[src/rtl/rc4_pkg.sv]
// Shared RC4 definitions: byte type, PRGA state encoding and default message length.
// The init and KSA stages import the same package.
package rc4_pkg;

  typedef logic [7:0] byte_t;

  localparam int MSG_LEN_DEFAULT = 32;

  typedef enum logic [3:0] {
    ST_IDLE,
    ST_RD_I,
    ST_WT_I,
    ST_LD_I,
    ST_RD_J,
    ST_WT_J,
    ST_LD_J,
    ST_WR_I,
    ST_WR_J,
    ST_RD_F,
    ST_WT_F,
    ST_LD_F,
    ST_WR_OUT,
    ST_DONE
  } prga_state_t;

  // Printable-key test: lowercase letter or space.
  function automatic logic is_key_char(byte_t b);
    return (b == 8'd32) || ((b >= 8'd97) && (b <= 8'd122));
  endfunction

endpackage

[src/rtl/prga_decrypt_if.sv]
// Memory-side bus of the PRGA stage: S-memory, encrypted ROM and decrypted RAM.
interface prga_decrypt_if;
  import rc4_pkg::*;

  byte_t s_addr;
  byte_t s_wdata;
  logic  s_wren;
  byte_t s_rdata;
  byte_t rom_addr;
  byte_t rom_rdata;
  byte_t ram_addr;
  byte_t ram_wdata;
  logic  ram_wren;

  // The decryptor drives addresses and write strobes.
  modport master (
    output s_addr, s_wdata, s_wren, rom_addr, ram_addr, ram_wdata, ram_wren,
    input  s_rdata, rom_rdata
  );

  // The memories answer with registered read data.
  modport slave (
    input  s_addr, s_wdata, s_wren, rom_addr, ram_addr, ram_wdata, ram_wren,
    output s_rdata, rom_rdata
  );
endinterface

[src/rtl/prga_char_check.sv]
// Combinational check that a decrypted byte is a plausible key character.
module prga_char_check
  import rc4_pkg::*;
(
  input  byte_t data,
  output logic  valid
);
  assign valid = is_key_char(data);
endmodule

[src/rtl/prga_decrypt.sv]
// RC4 PRGA stage: generates keystream from S, XORs it with the encrypted ROM
// and writes the plaintext to RAM, 12 cycles per byte.
// Optional feature macro: PRGA_KEYCHECK_EN (abort on a non-key character).
module prga_decrypt
  import rc4_pkg::*;
#(
  parameter int MSG_LEN = MSG_LEN_DEFAULT
) (
  input  logic            clk,
  input  logic            reset,
  input  logic            start,
  prga_decrypt_if.master  mem,
  output logic            busy,
  output logic            done,
  output logic            key_bad
);

  localparam byte_t LAST_K = byte_t'(MSG_LEN - 1);

  prga_state_t state_reg, state_next;
  byte_t i_reg, j_reg, k_reg, si_reg, sj_reg, f_reg, enc_reg;
  byte_t out_byte;
  logic  byte_ok;

  assign out_byte = f_reg ^ enc_reg;

`ifdef PRGA_KEYCHECK_EN
  logic key_bad_reg;

  prga_char_check u_char_check (
    .data  (out_byte),
    .valid (byte_ok)
  );

  // Sticky flag for a rejected byte, cleared by each new run.
  always_ff @(posedge clk or posedge reset) begin
    if (reset)
      key_bad_reg <= 1'b0;
    else if ((state_reg == ST_IDLE || state_reg == ST_DONE) && start)
      key_bad_reg <= 1'b0;
    else if (state_reg == ST_WR_OUT && !byte_ok)
      key_bad_reg <= 1'b1;
  end

  assign key_bad = key_bad_reg;
`else
  assign byte_ok = 1'b1;
  assign key_bad = 1'b0;
`endif

  // State register.
  always_ff @(posedge clk or posedge reset) begin
    if (reset) state_reg <= ST_IDLE;
    else       state_reg <= state_next;
  end

  // Next-state: fixed 12-step walk per byte, start only honoured when idle/done.
  always_comb begin
    state_next = state_reg;
    case (state_reg)
      ST_IDLE, ST_DONE: if (start) state_next = ST_RD_I;
      ST_RD_I:   state_next = ST_WT_I;
      ST_WT_I:   state_next = ST_LD_I;
      ST_LD_I:   state_next = ST_RD_J;
      ST_RD_J:   state_next = ST_WT_J;
      ST_WT_J:   state_next = ST_LD_J;
      ST_LD_J:   state_next = ST_WR_I;
      ST_WR_I:   state_next = ST_WR_J;
      ST_WR_J:   state_next = ST_RD_F;
      ST_RD_F:   state_next = ST_WT_F;
      ST_WT_F:   state_next = ST_LD_F;
      ST_LD_F:   state_next = ST_WR_OUT;
      ST_WR_OUT: state_next = (!byte_ok || k_reg == LAST_K) ? ST_DONE : ST_RD_I;
      default:   state_next = ST_IDLE;
    endcase
  end

  // Datapath: indices and latched read data; sums wrap at 8 bits.
  always_ff @(posedge clk or posedge reset) begin
    if (reset) begin
      i_reg   <= '0;
      j_reg   <= '0;
      k_reg   <= '0;
      si_reg  <= '0;
      sj_reg  <= '0;
      f_reg   <= '0;
      enc_reg <= '0;
    end else begin
      case (state_reg)
        ST_IDLE, ST_DONE: begin
          if (start) begin
            i_reg <= '0;
            j_reg <= '0;
            k_reg <= '0;
          end
        end
        ST_RD_I: i_reg <= i_reg + 8'd1;
        ST_LD_I: begin
          si_reg <= mem.s_rdata;
          j_reg  <= j_reg + mem.s_rdata;
        end
        ST_LD_J: sj_reg <= mem.s_rdata;
        ST_LD_F: begin
          f_reg   <= mem.s_rdata;
          enc_reg <= mem.rom_rdata;
        end
        ST_WR_OUT: if (byte_ok && k_reg != LAST_K) k_reg <= k_reg + 8'd1;
        default: ;
      endcase
    end
  end

  // Outputs: read addresses are held through the wait and load states so the
  // registered memory output stays stable until it is latched.
  always_comb begin
    busy          = 1'b1;
    done          = 1'b0;
    mem.s_addr    = '0;
    mem.s_wdata   = '0;
    mem.s_wren    = 1'b0;
    mem.rom_addr  = k_reg;
    mem.ram_addr  = '0;
    mem.ram_wdata = '0;
    mem.ram_wren  = 1'b0;
    case (state_reg)
      ST_IDLE: begin
        busy         = 1'b0;
        mem.rom_addr = '0;
      end
      ST_DONE: begin
        busy         = 1'b0;
        done         = 1'b1;
        mem.rom_addr = '0;
      end
      ST_RD_I:                   mem.s_addr = i_reg + 8'd1;
      ST_WT_I, ST_LD_I:          mem.s_addr = i_reg;
      ST_RD_J, ST_WT_J, ST_LD_J: mem.s_addr = j_reg;
      ST_WR_I: begin
        mem.s_addr  = i_reg;
        mem.s_wdata = sj_reg;
        mem.s_wren  = 1'b1;
      end
      ST_WR_J: begin
        mem.s_addr  = j_reg;
        mem.s_wdata = si_reg;
        mem.s_wren  = 1'b1;
      end
      ST_RD_F, ST_WT_F, ST_LD_F: mem.s_addr = si_reg + sj_reg;
      ST_WR_OUT: begin
        mem.ram_addr  = k_reg;
        mem.ram_wdata = out_byte;
        mem.ram_wren  = byte_ok;
      end
      default: ;
    endcase
  end

endmodule

[src/flat_wrapper.sv]
// flat-port wrapper written by rule: the top's interface ports become plain ports
module prga_decrypt_flat import rc4_pkg::*;
#(
  parameter int MSG_LEN = MSG_LEN_DEFAULT
)
  (clk, reset, start, busy, done, key_bad, mem_s_addr, mem_s_wdata, mem_s_wren, mem_rom_addr, mem_ram_addr, mem_ram_wdata, mem_ram_wren, mem_s_rdata, mem_rom_rdata);
  prga_decrypt_if mem_i ();
  input  logic clk;
  input  logic reset;
  input  logic start;
  output logic busy;
  output logic done;
  output logic key_bad;
  output wire logic [$bits(mem_i.s_addr)-1:0] mem_s_addr;
  output wire logic [$bits(mem_i.s_wdata)-1:0] mem_s_wdata;
  output wire logic [$bits(mem_i.s_wren)-1:0] mem_s_wren;
  output wire logic [$bits(mem_i.rom_addr)-1:0] mem_rom_addr;
  output wire logic [$bits(mem_i.ram_addr)-1:0] mem_ram_addr;
  output wire logic [$bits(mem_i.ram_wdata)-1:0] mem_ram_wdata;
  output wire logic [$bits(mem_i.ram_wren)-1:0] mem_ram_wren;
  input wire logic [$bits(mem_i.s_rdata)-1:0] mem_s_rdata;
  input wire logic [$bits(mem_i.rom_rdata)-1:0] mem_rom_rdata;
  assign mem_s_addr = mem_i.s_addr;
  assign mem_s_wdata = mem_i.s_wdata;
  assign mem_s_wren = mem_i.s_wren;
  assign mem_rom_addr = mem_i.rom_addr;
  assign mem_ram_addr = mem_i.ram_addr;
  assign mem_ram_wdata = mem_i.ram_wdata;
  assign mem_ram_wren = mem_i.ram_wren;
  assign mem_i.s_rdata = mem_s_rdata;
  assign mem_i.rom_rdata = mem_rom_rdata;
  prga_decrypt #(.MSG_LEN(MSG_LEN)) u_core (.clk(clk), .reset(reset), .start(start), .mem(mem_i), .busy(busy), .done(done), .key_bad(key_bad));
endmodule
[config.mk]
export PLATFORM = sky130hd
export DESIGN_NAME = prga_decrypt_flat
export DESIGN_NICKNAME = d
export VERILOG_FILES = /design/src/rtl/rc4_pkg.sv /design/src/rtl/prga_decrypt_if.sv /design/src/rtl/prga_char_check.sv /design/src/rtl/prga_decrypt.sv /design/src/flat_wrapper.sv
export SDC_FILE = /design/constraint.sdc
export NUM_CORES = 1
export LEC_CHECK = 0
export BUFFER_PORTS_ARGS = -buffer_cell sky130_fd_sc_hd__buf_2
export CAP_MARGIN = 40
export CORE_MARGIN = 2
export CORE_UTILIZATION = 51
export CTS_CLUSTER_SIZE = 14
export DETAILED_ROUTE_END_ITERATION = 6
export PLACE_DENSITY = 0.78
export SYNTH_ARGS = -nofsm -noshare
export SYNTH_HDL_FRONTEND = slang
export SYNTH_SLANG_ARGS = --single-unit
[constraint.sdc]
create_clock -name clk -period 1.75 [get_ports clk]
set_input_delay 0.0875 -clock clk [delete_from_list [all_inputs] [get_ports clk]]
set_output_delay 0.0875 -clock clk [all_outputs]
set_load 0.03 [all_outputs]
======== Word-level counts from Yosys, hierarchy flattened ========
Cells that the tools add are included.
operators by class
  add/subtract/negate cells ............... 4
  eq/ne operators ......................... 17
  mux-type cells .......................... 17
  bitwise logic cells ..................... 1
  reductions and logical operators ........ 12
operator list
  operator               count
  $pmux W8 S2            4
  $pmux W4 S13           1
  $mux W8                5
  $pmux W8 S4            1
  $eq A4 B4 Y1 const B   6
  $add A8 B1 Y8 const B  2
  $add A8 B8 Y8          2
  $eq A4 B3 Y1 const B   4
  $eq A4 B2 Y1 const B   2
  $eq A8 B5 Y1 const B   1
  $mux W4                2
  $ne A8 B5 Y1 const B   1
  $xor A8 B8 Y8          1
  $reduce_bool A2 Y1     3
  $reduce_or A3 Y1       2
  $eq A4 B1 Y1 const B   1
  $logic_not A4 Y1       1
  $mux W1                4
  $ne A2 B1 Y1 const B   2
  $reduce_and A2 Y1      2
  $reduce_or A2 Y1       2
  $reduce_or A4 Y1       1
  $reduce_and A3 Y1      1
storage, ports and cells
  flip-flop bits (word level) ............. 60
  bits of input ports ..................... 19
  output and inout bits ................... 45
  logic and storage cells ................. 59

======== Longest topological paths before layout ========
Gate-level depths: netlist of the first run.
  depth in word-level cells ............... 4
  gate-level depth with buffers ........... 9
  depth with buffers taken out ............ 7

======== Least setup slack after synthesis of the first run ========
OpenSTA, ideal clock, no wires.
  path type ............................... register -> output
  start point ............................. register u_core.sj_reg[0]
  end point ............................... output port mem_s_addr[6]
  arrival time ............................ 2.046 ns
  data required time ...................... 1.662 ns
  setup slack ............................. -0.383 ns
  cell stages (with the launch flop) ...... 8
  buffers on the path ..................... 0
  path through ............................ dfrtp_1 ha_1 fa_1 a21o_1 a21oi_1 nand2b_1 mux2i_1 o211ai_1
on the way
  longest elaborated chain between the ends .. 2
ends and longest elaborated chain
  item                    RTL line             text
  start, declared         prga_decrypt.sv:21   byte_t i_reg, j_reg, k_reg, si_reg, sj_reg, f_reg, enc_reg;
  start signal, assigned  prga_decrypt.sv:102  ST_LD_J: sj_reg <= mem.s_rdata;
  $add A8 B8 Y8           prga_decrypt.sv:148  ST_RD_F, ST_WT_F, ST_LD_F: mem.s_addr = si_reg + sj_reg;
  $pmux W8 S4             prga_decrypt.sv:125  case (state_reg)
  end, declared           flat_wrapper.sv:14   output wire logic [$bits(mem_i.s_addr)-1:0] mem_s_addr;
No other way between the ends.

======== Worst setup path in the final report of the first run ========
  start point ............................. register u_core.si_reg[0]
  end point ............................... output port mem_s_addr[6]
on the way
  longest elaborated chain between the ends .. 2
ends and longest elaborated chain
  item                    RTL line             text
  start, declared         prga_decrypt.sv:21
  start signal, assigned  prga_decrypt.sv:99   si_reg <= mem.s_rdata;
  $add A8 B8 Y8           prga_decrypt.sv:148
  $pmux W8 S4             prga_decrypt.sv:125
No other way between the ends.

==> flow_metrics.env, run 1 <==
export IMPL_dp_cells=635
export IMPL_netlist_area_leader_share_pct=38.9
export IMPL_synth_top_area_cell="dfrtp_1"
export IMPL_cts_buffers=9
export IMPL_clockRootBuffer="clkbuf_8"
export IMPL_worstMarginPinSlew_ns=0.539
export IMPL_dr_first_iter_drc_count=352
export IMPL_layout_drive_gt1_share_pct=52.1
export IMPL_grt_met3_usage_pct=5.56
export IMPL_netlist_area_sq_um=3860
export IMPL_dp_hpwl_um=7750
export IMPL_use_met2_pct=47.9
export IMPL_vias=4208
export IMPL_drv_cap=0
export IMPL_worst_setup_path_end_kind="output port"
export IMPL_totalWireLength_um=14600
export IMPL_cp_top_family="adder cells"
export IMPL_mostFrequentLayoutCells="buf_4, buf_6, dfrtp_1"
export IMPL_synth_warnings=0
export IMPL_place_area_sq_um=4890
export IMPL_gp_congestion=0.871
export IMPL_worstSetupPathType="reg -> out"
export IMPL_dp_slack_ns=-0.184
export IMPL_critical_path_arrival_ns=2.36
export IMPL_clkSlewWorstSetupHoldPaths_ns=0.06
export IMPL_violations="setup timing"
export IMPL_vdd_drop_max_mv=1.07
export IMPL_layout_setup_ws_ns=-0.701
export IMPL_slew_viol_final=0
export IMPL_rsz0062_at_grt="true"
export IMPL_die_x_um=91.0
export IMPL_avgSynthCellArea_sq_um=9.31
export IMPL_crit_buf_inv=1
export IMPL_wl_per_cell_um=21.5
export IMPL_hold_violations=0
export IMPL_async_flop_share_pct=100
export IMPL_max_slew_margin_rel_pct=64.0
export IMPL_cp_slowest_cell="dfrtp_1"
export IMPL_p_leak_uw=0.00289
export IMPL_use_met1_pct=36.4
export IMPL_status="finished, violations left"
export IMPL_min_path_type="in -> reg"
export IMPL_ys_flop_type="dfrtp_1"
export IMPL_initial_core_util_pct=52.9
export IMPL_cts_buffer_depth=2
export IMPL_setup_viol=66
export IMPL_syn_nets=451
export IMPL_grt_max_degree=27
export IMPL_htreeDepth=3
export IMPL_cp_slowest_stage_delay_ns=0.41
export IMPL_overflow=0
export IMPL_top_usage_layer="met2"
export IMPL_die_h_um=91.0
export IMPL_antenna_left=0
export IMPL_hold_depth=3
export IMPL_drc=0
export IMPL_final_cell_area_sq_um=6200
export IMPL_synth_seq_area_share_pct=38.9
export IMPL_cts_tree="built"
export IMPL_path_depth=8
export IMPL_path_cells="ha_2, fa_2, a21o_1, a21oi_2, nand2b_4, mux2i_1, o211ai_1, buf_4"
export IMPL_rows=31
export IMPL_design_die_area_sq_um=8270
export IMPL_fin_cells=679
export IMPL_core_sq_um=7290
export IMPL_synth_area_leaders="dfrtp_1, mux2_2, nand2_1, ha_1, o21ai_0"
export IMPL_crit_fanout=2
export IMPL_max_freq_ghz=0.408
export IMPL_min_period_over_period_pct=140
export IMPL_antenna_cells=0
export IMPL_power_density_nw_per_um2=1880
export IMPL_final_net_count=614
export IMPL_final_common_cell="buf_4"
export IMPL_cp_data_required_time_ns=1.66
export IMPL_grt_pass1_wl_um=19200
export IMPL_fin_skew_ns=0.0109
export IMPL_antenna_found_initial=0
export IMPL_dr_pass1_iters=5
export IMPL_synth_seq_cells=60
export IMPL_clkSinkCount=60
export IMPL_grt_total_usage_pct=29.3
export IMPL_syn_to_final_growth_pct=60.8
export IMPL_synth_edf_count=0
export IMPL_grt_pass1_vias=3856
export IMPL_port_buffers=62
export IMPL_pin_count=64
export IMPL_clkLatencyLatePin_ns=0.34
export IMPL_viasPerCell=6.20
export IMPL_ys_types=53
export IMPL_r2r_cells=6
export IMPL_layout_min_cycle_time_ns=2.45
export IMPL_critPathLaunchType="register"
export IMPL_postSynthCellCount=414
routing by layer:
metal | vias up | share of wire [%]
met5 | - | 0
met4 | 0 | 5.7
met3 | 100 | 7.2
met2 | 289 | 50
met1 | 2024 | 37
li1 | 1795 | -
cell families (layout without fill, tap and decap cells):
group | after synthesis | after routing | share of synthesized area [%]
other cells | 1 | 1 | 0.0972
buf+inv | 27 | 193 | 3.31
flops | 60 | 60 | 38.9
fa+ha+maj | 18 | 18 | 6.23
mux | 31 | 31 | 8.83
simple gates | 162 | 162 | 21.3
compound gates | 95 | 95 | 16.8
xor+xnor | 20 | 20 | 4.54
cell usage after synthesis (all sizes together) (3+ instances only):
| cell | number |
|---|---|
| buf | 9 |
| nand2 | 58 |
| dfrtp | 60 |
| mux2 | 24 |
| nor2b | 14 |
| o21ai | 33 |
| nor2 | 23 |
| ha | 16 |
| a221oi | 4 |
| a22o | 10 |
| xor2 | 3 |
| o31ai | 3 |
| clkbuf | 8 |
| o21bai | 4 |
| nand3 | 16 |
| mux2i | 7 |
| inv | 10 |
| a21o | 8 |
| o211ai | 3 |
| xnor2 | 17 |
| nand2b | 9 |
| nor3 | 12 |
| a21oi | 15 |
| and3 | 5 |
| a211oi | 3 |
| or3 | 4 |
| and2 | 13 |
through the flow:
| stage | total power (uW) | hold WS [ns] | TNS [ns] | utilization, % |
|---|---|---|---|---|
| 2_1_floorplan | 5930 | 0.193 | -0.428 | - |
| 3_3_place_gp | 7710 | 0.137 | -0.664 | 67.1 |
| 3_5_place_dp | 7960 | 0.139 | -1.39 | 67.1 |
| 4_1_cts | 10300 | 0.00981 | -6.00 | 78.0 |
| 5_1_grt | 12200 | 0.0411 | -14.73 | 85.0 |
| 6_report | 11700 | 0.0218 | -11.82 | 85.0 |
worst register-to-register path, stage by stage, from the launching register on:
cell and delay (ns):
dfrtp_1 0.41, ha_1 0.31, o21ai_0 0.15, nor3_1 0.38
mux2i_1 0.28, o21ai_1 0.14, mux2i_1 0.27
path summary, 6_finish.rpt:
check,start,to,slack [ns]
worst max register to register,u_core.j_reg[2]$_DFFE_PP0P_,u_core.j_reg[7]$_DFFE_PP0P_,-0.29
max in group asynchronous,reset,u_core.state_reg[0]$_DFFE_PP0P_,0.79
worst min-delay path,mem_s_rdata[6],u_core.si_reg[6]$_DFFE_PP0P_,0.02
worst min register to register,u_core.enc_reg[7]$_DFFE_PP0P_,u_core.enc_reg[7]$_DFFE_PP0P_,0.53
min in group asynchronous,reset,u_core.k_reg[1]$_DFFE_PP0P_,0.33
worst max-delay path,u_core.si_reg[0]$_DFFE_PP0P_,mem_s_addr[6],-0.70
final cells by class:
| type | instances | area, sq um |
|---|---|---|
| inverter | 10 | 40.0 |
| sequential | 60 | 1510 |
| tap | 99 | 124 |
| clock inverter | 2 | 35.0 |
| clock buffer | 12 | 155 |
| fill | 369 | 1090 |
| multi-input combinational | 327 | 2820 |
| timing repair buffer | 169 | 1530 |
power breakdown:
group / switching [uW] / internal, uW
logic: 4060 / 3810
registers: 584 / 1950
clock network: 556 / 719
what timing repair did:
action | 4_1_cts | 5_1_grt
setup endpoints to repair | 56 | 71
hold endpoints to repair | 28 | 0
hold buffers | 9 | 0
pin swaps | 32 | 25
cloned | 2 | 2
setup buffers | 13 | 6
resized for setup | 116 | 142
Note: power is estimated with default switching activity, not from simulation.
==> run 2, diff against run 1 <==
--- a/config.mk
+++ b/config.mk
@@ -12,6 +12,7 @@
 export CTS_CLUSTER_SIZE = 14
 export DETAILED_ROUTE_END_ITERATION = 6
 export PLACE_DENSITY = 0.78
+export RECOVER_POWER = 25
 export SYNTH_ARGS = -nofsm -noshare
 export SYNTH_HDL_FRONTEND = slang
 export SYNTH_SLANG_ARGS = --single-unit
==> run 2 against run 1 <==
  * The run still ends with setup timing left
  * Global-route usage did not move
  * First-iteration DRC count increased by 18%
  * Setup slack gained 0.012 ns
  * Via count about the same
  * Non-clock buffer count unchanged
  * Sequential cell count stayed put
  * Worst hold slack improved by 0.0024 ns
  * Sequential share of layout area hardly changed
  * Clock skew up 0.0015 ns
  * Maximum frequency up 0.48%
  * Critical path depth unchanged
  * Combinational power is essentially flat
  * Critical path type unchanged
  * Largest cell class unchanged
==> flow_metrics.env, run 2 (same netlist as run 1, synthesis figures left out) <==
export IMPL_status="finished, violations left"
export IMPL_violations="setup timing"
export IMPL_rows=31
export IMPL_cp_data_required_time_ns=1.66
export IMPL_power_density_nw_per_um2=1890
export IMPL_cts_buffer_depth=2
export IMPL_clkLatencyLatePin_ns=0.34
export IMPL_final_net_count=614
export IMPL_antenna_found_initial=0
export IMPL_nFillCells=371
export IMPL_drv_cap=0
export IMPL_drc=0
export IMPL_critPathLaunchType="register"
export IMPL_path_cells="ha_2, fa_2, a21o_1, a21oi_2, nand2b_4, mux2i_1, o211ai_1, buf_4"
export IMPL_cts_tree="built"
export IMPL_dr_first_iter_drc_count=417
export IMPL_crit_buf_inv=1
export IMPL_cp_top_family="adder cells"
export IMPL_fin_skew_ns=0.0124
export IMPL_viasPerCell=6.20
export IMPL_totalWireLength_um=14600
export IMPL_max_slew_margin_rel_pct=39.6
export IMPL_dp_hpwl_um=7750
export IMPL_die_x_um=91.0
export IMPL_crit_fanout=2
export IMPL_grt_max_degree=27
export IMPL_setup_viol=66
export IMPL_grt_pass1_wl_um=19200
export IMPL_dr_pass1_iters=6
export IMPL_vias=4207
export IMPL_layout_setup_ws_ns=-0.690
export IMPL_initial_core_util_pct=52.9
export IMPL_antenna_left=0
export IMPL_cp_slowest_cell="dfrtp_1"
export IMPL_die_h_um=91.0
export IMPL_core_sq_um=7290
export IMPL_p_leak_uw=0.00289
export IMPL_pin_count=64
export IMPL_cp_slowest_stage_delay_ns=0.39
export IMPL_clkSlewWorstSetupHoldPaths_ns=0.06
export IMPL_rsz0062_at_grt="true"
export IMPL_layout_drive_gt1_share_pct=51.9
export IMPL_min_period_over_period_pct=139
export IMPL_worstSetupPathType="reg -> out"
export IMPL_grt_total_usage_pct=29.3
export IMPL_antenna_cells=0
export IMPL_worstMarginPinSlew_ns=0.904
export IMPL_vdd_drop_max_mv=1.07
export IMPL_critical_path_arrival_ns=2.35
export IMPL_grt_pass1_vias=3856
export IMPL_worst_setup_path_end_kind="output port"
export IMPL_final_common_cell="buf_4"
export IMPL_mostFrequentLayoutCells="buf_4, buf_6, dfrtp_1"
export IMPL_design_die_area_sq_um=8270
export IMPL_wl_per_cell_um=21.6
export IMPL_htreeDepth=3
export IMPL_clkSinkCount=60
export IMPL_layout_min_cycle_time_ns=2.44
export IMPL_min_path_type="in -> reg"
export IMPL_holdWs_ns=0.0242
export IMPL_port_buffers=62
export IMPL_gp_congestion=0.871
export IMPL_finalPower_uw=11700
export IMPL_hold_violations=0
export IMPL_syn_to_final_growth_pct=60.5
export IMPL_slew_viol_final=0
export IMPL_cts_buffers=9
export IMPL_max_freq_ghz=0.410
export IMPL_overflow=0
export IMPL_clockRootBuffer="clkbuf_8"
## run 2: cell types whose count changed in the layout (fill, tap and decap cells not counted)
| cell | before | now |
|---|---|---|
| buf_12 | 3 | 2 |
| inv_1 | 6 | 7 |
| clkbuf_4 | 0 | 1 |
| inv_2 | 3 | 2 |
## run 2: worst paths after layout
path                       slack (ns)                       endpoint  cells after the start                          start
min                              0.02   u_core.si_reg[6]$_DFFE_PP0P_                      3                 mem_s_rdata[6]
min in group asynchronous        0.48    u_core.j_reg[2]$_DFFE_PP0P_                      3                          reset
max reg2reg                     -0.30    u_core.j_reg[7]$_DFFE_PP0P_                      6    u_core.j_reg[2]$_DFFE_PP0P_
max                             -0.69                  mem_s_addr[6]                      8   u_core.sj_reg[0]$_DFFE_PP0N_
min reg2reg                      0.53  u_core.enc_reg[7]$_DFFE_PP0P_                      1  u_core.enc_reg[7]$_DFFE_PP0P_
max in group asynchronous        0.29   u_core.sj_reg[5]$_DFFE_PP0N_                      4                          reset
## run 2: layout make-up
cell class,count,area (sq um),area share (%)
clock buffer,12,155,2.51
clock inverter,2,35.0,0.566
inverter,10,40.0,0.647
multi-input combinational,327,2820,45.5
sequential,60,1510,24.3
tap,99,124,2.00
timing repair buffer,169,1510,24.4
## run 2: routing by layer
metal,track usage [%],wire length (um)
met5,0,0
met4,16.8,776
met3,5.56,1050
met2,47.9,7370
met1,36.4,5460
## run 2: worst register-to-register path, cell delays in order, from the launching register on
cell and delay (ns):
dfrtp_1 0.41, ha_1 0.31, o21ai_0 0.15, nor3_1 0.38
mux2i_1 0.29, o21ai_1 0.14, mux2i_1 0.26
## run 2: timing repair
| item | CTS | global route |
|---|---|---|
| endpoints found under the hold margin | 28 | 0 |
| setup endpoints to repair | 56 | 71 |
| resized for setup | 116 | 142 |
| cloned | 2 | 2 |
| pin swaps | 32 | 25 |
| setup buffers | 13 | 6 |
| hold buffers | 9 | 0 |
## run 2: where the power goes
group | switching, uW | internal, uW
clock network | 559 | 719
registers | 581 | 1950
logic | 4070 | 3810
total | 5210 | 6480
## run 2: through the flow
step                      util (%)  TNS, ns  worst slack (ns)  area (sq um)  cells
final                         84.9   -11.90            -0.690          6190    679
after global routing          84.9   -14.73            -0.729          6190    679
after CTS                     78.0    -6.00            -0.537          5680    671
after detailed placement      67.1    -1.39            -0.184          4890    635
after global placement        67.1   -0.664            -0.148          4890    635
after floorplan                  -   -0.428            -0.284          3930    414
